### config.mk
export PLATFORM = sky130hd
export DESIGN_NAME = scr1_tcm_dmem_bridge
export DESIGN_NICKNAME = d
export VERILOG_FILES = /design/src/rtl/scr1_tcm_dmem_bridge.sv
export SDC_FILE = /design/constraint.sdc
export NUM_CORES = 1
export LEC_CHECK = 0
export ABC_AREA = 1
export CAP_MARGIN = 0
export CORE_MARGIN = 2
export CORE_UTILIZATION = 25
export DETAILED_ROUTE_END_ITERATION = 16
export PLACE_DENSITY = 0.8
export SLEW_MARGIN = 20
export SYNTH_ARGS = -nofsm -noshare
export SYNTH_HDL_FRONTEND = slang
export SYNTH_SLANG_ARGS = --single-unit
### constraint.sdc
create_clock -name clk -period 1.3 [get_ports clk]
set_clock_uncertainty 0.05 [all_clocks]
set_input_delay 0.195 -clock clk [delete_from_list [all_inputs] [get_ports clk]]
set_output_delay 0.195 -clock clk [all_outputs]
set_load 0.01 [all_outputs]
### src/rtl/scr1_tcm_dmem_bridge.sv
// -----------------------------------------------------------------------------
// scr1_tcm_dmem_bridge
//   Connects the LSU dmem request/response handshake to port B of the dual-port
//   TCM RAM. It generates byte enables and lane-shifted write data, returns read
//   data aligned to the LSBs one cycle after acceptance, and answers misaligned,
//   invalid-width and out-of-range requests with an error that never reaches
//   the RAM.
//
//   Build option: SCR1_TCM_MISALIGN_ERR_EN
//     defined   - misaligned halfword/word accesses get an error response.
//     undefined - the offset is truncated to the access width, and the access
//                 proceeds on the aligned location with an OK response.
// -----------------------------------------------------------------------------
`timescale 1ns/1ps

module scr1_tcm_dmem_bridge #(
    parameter int          SCR1_WIDTH  = 32,
    parameter logic [31:0] SCR1_SIZE   = 32'h00010000,
    parameter int          SCR1_AWIDTH = 32
) (
    input  logic                           clk,
    input  logic                           rst_n,
    input  logic                           dmem_req,
    input  logic                           dmem_cmd,
    input  logic [1:0]                     dmem_width,
    input  logic [SCR1_AWIDTH-1:0]         dmem_addr,
    input  logic [SCR1_WIDTH-1:0]          dmem_wdata,
    output logic                           dmem_req_ack,
    output logic [SCR1_WIDTH-1:0]          dmem_rdata,
    output logic [1:0]                     dmem_resp,
    output logic                           mem_ren,
    output logic                           mem_wen,
    output logic [3:0]                     mem_web,
    output logic [$clog2(SCR1_SIZE)-3:0]   mem_addr,
    output logic [SCR1_WIDTH-1:0]          mem_wdata,
    input  logic [SCR1_WIDTH-1:0]          mem_rdata
);

    localparam int                     IDX_MSB = $clog2(SCR1_SIZE) - 1;
    localparam logic [SCR1_AWIDTH-1:0] SIZE_A  = SCR1_AWIDTH'(SCR1_SIZE);

    typedef enum logic [1:0] {
        RESP_IDLE  = 2'b00,
        RESP_OK_RD = 2'b01,
        RESP_OK_WR = 2'b10,
        RESP_ERR   = 2'b11
    } resp_state_e;

    resp_state_e resp_state_q, resp_state_d;
    logic [1:0]  off_q, off_d;
    logic [1:0]  width_q, width_d;

    logic        req_acc_s;
    logic [1:0]  off_raw_s;
    logic [1:0]  off_s;
    logic        misaligned_s;
    logic        out_of_range_s;
    logic        invalid_s;
    logic        err_s;
    logic        mem_drive_s;
    logic [SCR1_WIDTH-1:0] rd_shift_s;

    // The bridge can always take a request; it only refuses while held in reset.
    assign dmem_req_ack = rst_n;
    assign req_acc_s    = dmem_req & dmem_req_ack;

    // Decode the request: byte offset, error classes and whether the RAM is driven.
    always_comb begin
        off_raw_s      = dmem_addr[1:0];
        invalid_s      = (dmem_width == 2'b11);
        out_of_range_s = (dmem_addr >= SIZE_A);
`ifdef SCR1_TCM_MISALIGN_ERR_EN
        off_s          = off_raw_s;
        misaligned_s   = ((dmem_width == 2'b01) && off_raw_s[0]) ||
                         ((dmem_width == 2'b10) && (off_raw_s != 2'b00));
`else
        misaligned_s   = 1'b0;
        case (dmem_width)
            2'b01:   off_s = {off_raw_s[1], 1'b0};
            2'b10:   off_s = 2'b00;
            default: off_s = off_raw_s;
        endcase
`endif
        err_s          = misaligned_s | out_of_range_s | invalid_s;
        mem_drive_s    = req_acc_s & ~err_s;
    end

    // RAM port-B controls; everything stays at zero unless a good request is accepted.
    always_comb begin
        mem_ren   = 1'b0;
        mem_wen   = 1'b0;
        mem_web   = 4'b0000;
        mem_addr  = '0;
        mem_wdata = '0;
        if (mem_drive_s) begin
            mem_ren   = ~dmem_cmd;
            mem_wen   = dmem_cmd;
            mem_addr  = dmem_addr[IDX_MSB:2];
            mem_wdata = dmem_wdata << {off_s, 3'b000};
            case (dmem_width)
                2'b00:   mem_web = 4'b0001 << off_s;
                2'b01:   mem_web = 4'b0011 << off_s;
                default: mem_web = 4'b1111;
            endcase
        end else begin
            mem_ren   = 1'b0;
            mem_wen   = 1'b0;
            mem_web   = 4'b0000;
            mem_addr  = '0;
            mem_wdata = '0;
        end
    end

    // Next response slot: each acceptance is answered in the following cycle.
    always_comb begin
        resp_state_d = RESP_IDLE;
        off_d        = off_q;
        width_d      = width_q;
        if (req_acc_s) begin
            off_d   = off_s;
            width_d = dmem_width;
            if (err_s) begin
                resp_state_d = RESP_ERR;
            end else if (dmem_cmd) begin
                resp_state_d = RESP_OK_WR;
            end else begin
                resp_state_d = RESP_OK_RD;
            end
        end else begin
            resp_state_d = RESP_IDLE;
        end
    end

    // Response slot registers; reset drops any pending response.
    always_ff @(posedge clk or negedge rst_n) begin
        if (!rst_n) begin
            resp_state_q <= RESP_IDLE;
            off_q        <= 2'b00;
            width_q      <= 2'b00;
        end else begin
            resp_state_q <= resp_state_d;
            off_q        <= off_d;
            width_q      <= width_d;
        end
    end

    // Response outputs: read data shifted down to the LSBs and zero-extended.
    always_comb begin
        rd_shift_s = mem_rdata >> {off_q, 3'b000};
        dmem_resp  = 2'b00;
        dmem_rdata = '0;
        case (resp_state_q)
            RESP_OK_RD: begin
                dmem_resp = 2'b01;
                case (width_q)
                    2'b00:   dmem_rdata[7:0]  = rd_shift_s[7:0];
                    2'b01:   dmem_rdata[15:0] = rd_shift_s[15:0];
                    2'b10:   dmem_rdata       = rd_shift_s;
                    default: dmem_rdata       = '0;
                endcase
            end
            RESP_OK_WR: dmem_resp = 2'b01;
            RESP_ERR:   dmem_resp = 2'b10;
            default: begin
                dmem_resp  = 2'b00;
                dmem_rdata = '0;
            end
        endcase
    end

endmodule

==> flow_metrics.env <==
export IMPL_ys_seq_elements=6
export IMPL_top_layer="met4"
export IMPL_wl_per_cell_um=16.5
export IMPL_clock_latency_ps=220
export IMPL_dp_cells=714
export IMPL_grt_util_all_layers_pct=25.7
export IMPL_synth_top_area_share_pct=24.5
export IMPL_grt_pass1_wl_um=18400
export IMPL_met2WireLength_um=6970
export IMPL_cts_root_buf="clkbuf_8"
export IMPL_fp_row_count=32
export IMPL_ys_warn_count=0
export IMPL_status="complete, but fails checks"
export IMPL_worst_ep_arrival_time_ps=1620
export IMPL_crit_type="flip-flop to output port"
export IMPL_powerDensity_nw_per_um2=424
export IMPL_period_needed_ps=1860
export IMPL_cts_made_buffers=3
export IMPL_initial_core_util_pct=25.8
export IMPL_cts_tree="done"
export IMPL_place_area_um2=4780
export IMPL_synth_fp_nets=506
export IMPL_crit_family="flip-flops"
export IMPL_timing_max_cap_violations=0
export IMPL_clkTransAtPathRegs_ps=30
export IMPL_antenna_found_initial=0
export IMPL_seqCellArea_um2=150
export IMPL_netlist_instances=397
export IMPL_rsz0062_at_grt="true"
export IMPL_violations="setup timing"
export IMPL_max_freq_ghz=0.538
export IMPL_tightest_slew_ps=407
export IMPL_dp_hpwl_um=7760
export IMPL_finalMaxSlewViolations=0
export IMPL_dp_slack_ps=-1330
export IMPL_holdWs_ps=297
export IMPL_fin_cells=771
export IMPL_slew_headroom_pct=72.7
export IMPL_yosys_area_top_type="nand2_1"
export IMPL_path_cells="ha_1 > or2_4 > buf_6 > a211oi_4 > buf_2"
export IMPL_firstDrtPassIters=4
export IMPL_ios=189
export IMPL_yosys_top_cells_area="nand2_1, o21ai_0, nor2_1, inv_1, dfrtp_1"
export IMPL_finalWirelength_um=12800
export IMPL_syn2layout_area_growth_pct=199
export IMPL_final_area_um2=5990
export IMPL_routed_via_density=4.93
export IMPL_wl_met3_um=1030
export IMPL_cp_end_kind="output port"
export IMPL_leakagePower_nw=2.81
export IMPL_finalSetupViolCount=85
export IMPL_gp_congestion=0.827
export IMPL_clockBufferDepth=2
export IMPL_gr_total_overflow=0
export IMPL_slowest_stage="dfrtp_1"
export IMPL_n_antenna_cell=0
export IMPL_worst_slack_ps=-560
export IMPL_peakVddDrop_v=0.000221
export IMPL_syn_area_um2=2000
export IMPL_layout_common_cells="nand2_1, clkdlybuf4s50_1, buf_6"
export IMPL_wl_met1_um=4320
export IMPL_min_period_over_period_pct=143
export IMPL_yosysSeqAreaShare_pct=7.49
export IMPL_nFillCells=510
export IMPL_grt_pass1_vias=3784
export IMPL_layout_commonest_cell="nand2_1"
export IMPL_port_buffers=188
export IMPL_drc=0
export IMPL_grt_max_degree=26
export IMPL_htreeDepth=1
export IMPL_postSynthAreaPerCell_um2=5.05
export IMPL_synth_cell_types=26
export IMPL_layout_drive_gt1_share_pct=56.4
export IMPL_slowest_delay_ps=410
export IMPL_cp_max_fo=8
export IMPL_die_y_um=93.5
export IMPL_multiInputGateArea_um2=2540
export IMPL_critPathLaunchType="flip-flop"
export IMPL_die_area_um2=8750
export IMPL_drt_initial_drc_count=134
export IMPL_core_um2=7770
export IMPL_die_width_um=93.5
export IMPL_required_ps=1050
export IMPL_hold_viol_final=0
export IMPL_fin_nets=780
export IMPL_antenna_left=0
export IMPL_cts_sinks=6
export IMPL_total_power_mw=2.54
export IMPL_hp_class="primary input to flip-flop"
export IMPL_vias=3801
export IMPL_cp_num_buf_inv=2
metal layers:
metal	up-vias	track usage, %
met2	197	50.8
met4	0	8.09
li1	1797	-
met3	34	4.27
met5	-	0
met1	1773	27.3
worst min-delay path, stage by stage:
cell and delay [ps]:
buf_8 110, inv_8 50, buf_4 90, o21ai_0 70
where the power goes:
group | leakage [nW] | internal, mW | switching, mW
Sequential | 0.0751 | 0.207 | 0.0230
Combinational | 2.71 | 0.971 | 1.06
Clock | 0.0216 | 0.199 | 0.0796
cell families (layout without fill, tap and decap cells):
logic type,after synthesis,in the layout,share of synthesized area [%]
AO/OA/AOI/OAI,66,66,18.3
adder cells (fa/ha/maj),7,7,4.37
AND/OR/NAND/NOR,244,245,52.7
buffers and inverters,74,345,17.1
flip-flops,6,6,7.49
per-stage QoR:
step                util, %  TNS (ps)
global route           77.1    -39930
CTS                    71.2    -40040
finish                 77.1    -35480
floorplan                 -     -4200
detailed placement     61.6    -86570
global placement       61.6    -84900
layout make-up:
type	count	area share [%]
flip-flops and latches	6	2.51
repair buffers	296	48.8
repair inverters	1	0.104
inverters	45	3.42
well taps	102	2.13
clock buffers	3	0.689
multi-input cells	318	42.4
state kept, by name, indices dropped and copies added, names as in the netlist:
signal / cells
off_q: 2
resp_state_q: 2
width_q: 2
final timing paths:
check	startpoint	endpoint	slack (ps)	cells past startpoint
max in group asynchronous	rst_n	off_q[0]	400	3
max	width_q[1]	dmem_rdata[7]	-560	5
min	dmem_width[1]	width_q[1]	300	4
min in group asynchronous	rst_n	resp_state_q[1]	580	3
min reg2reg	off_q[1]	off_q[1]	640	2
max reg2reg	width_q[1]	width_q[1]	320	4
what timing repair did:
action	4_1_cts	5_1_grt
pin swaps	58	50
setup endpoints to repair	91	89
setup buffers	41	10
endpoints found under the hold margin	6	0
resized for setup	518	141
hold buffers	1	0
cloned	9	0
Yosys cell counts, drive strengths merged:
library cell and n:
a21oi 4, a31oi 8, nor3 18, nand3 18, nor2 73, clkbuf 8
nand4 1, and2 1, o21a 1, dfrtp 6, or2 2, buf 21
inv 43, ha 7, o21ai 45, nand2 131, clkinv 2, a211oi 8
Note: power is estimated with default switching activity, not from simulation.
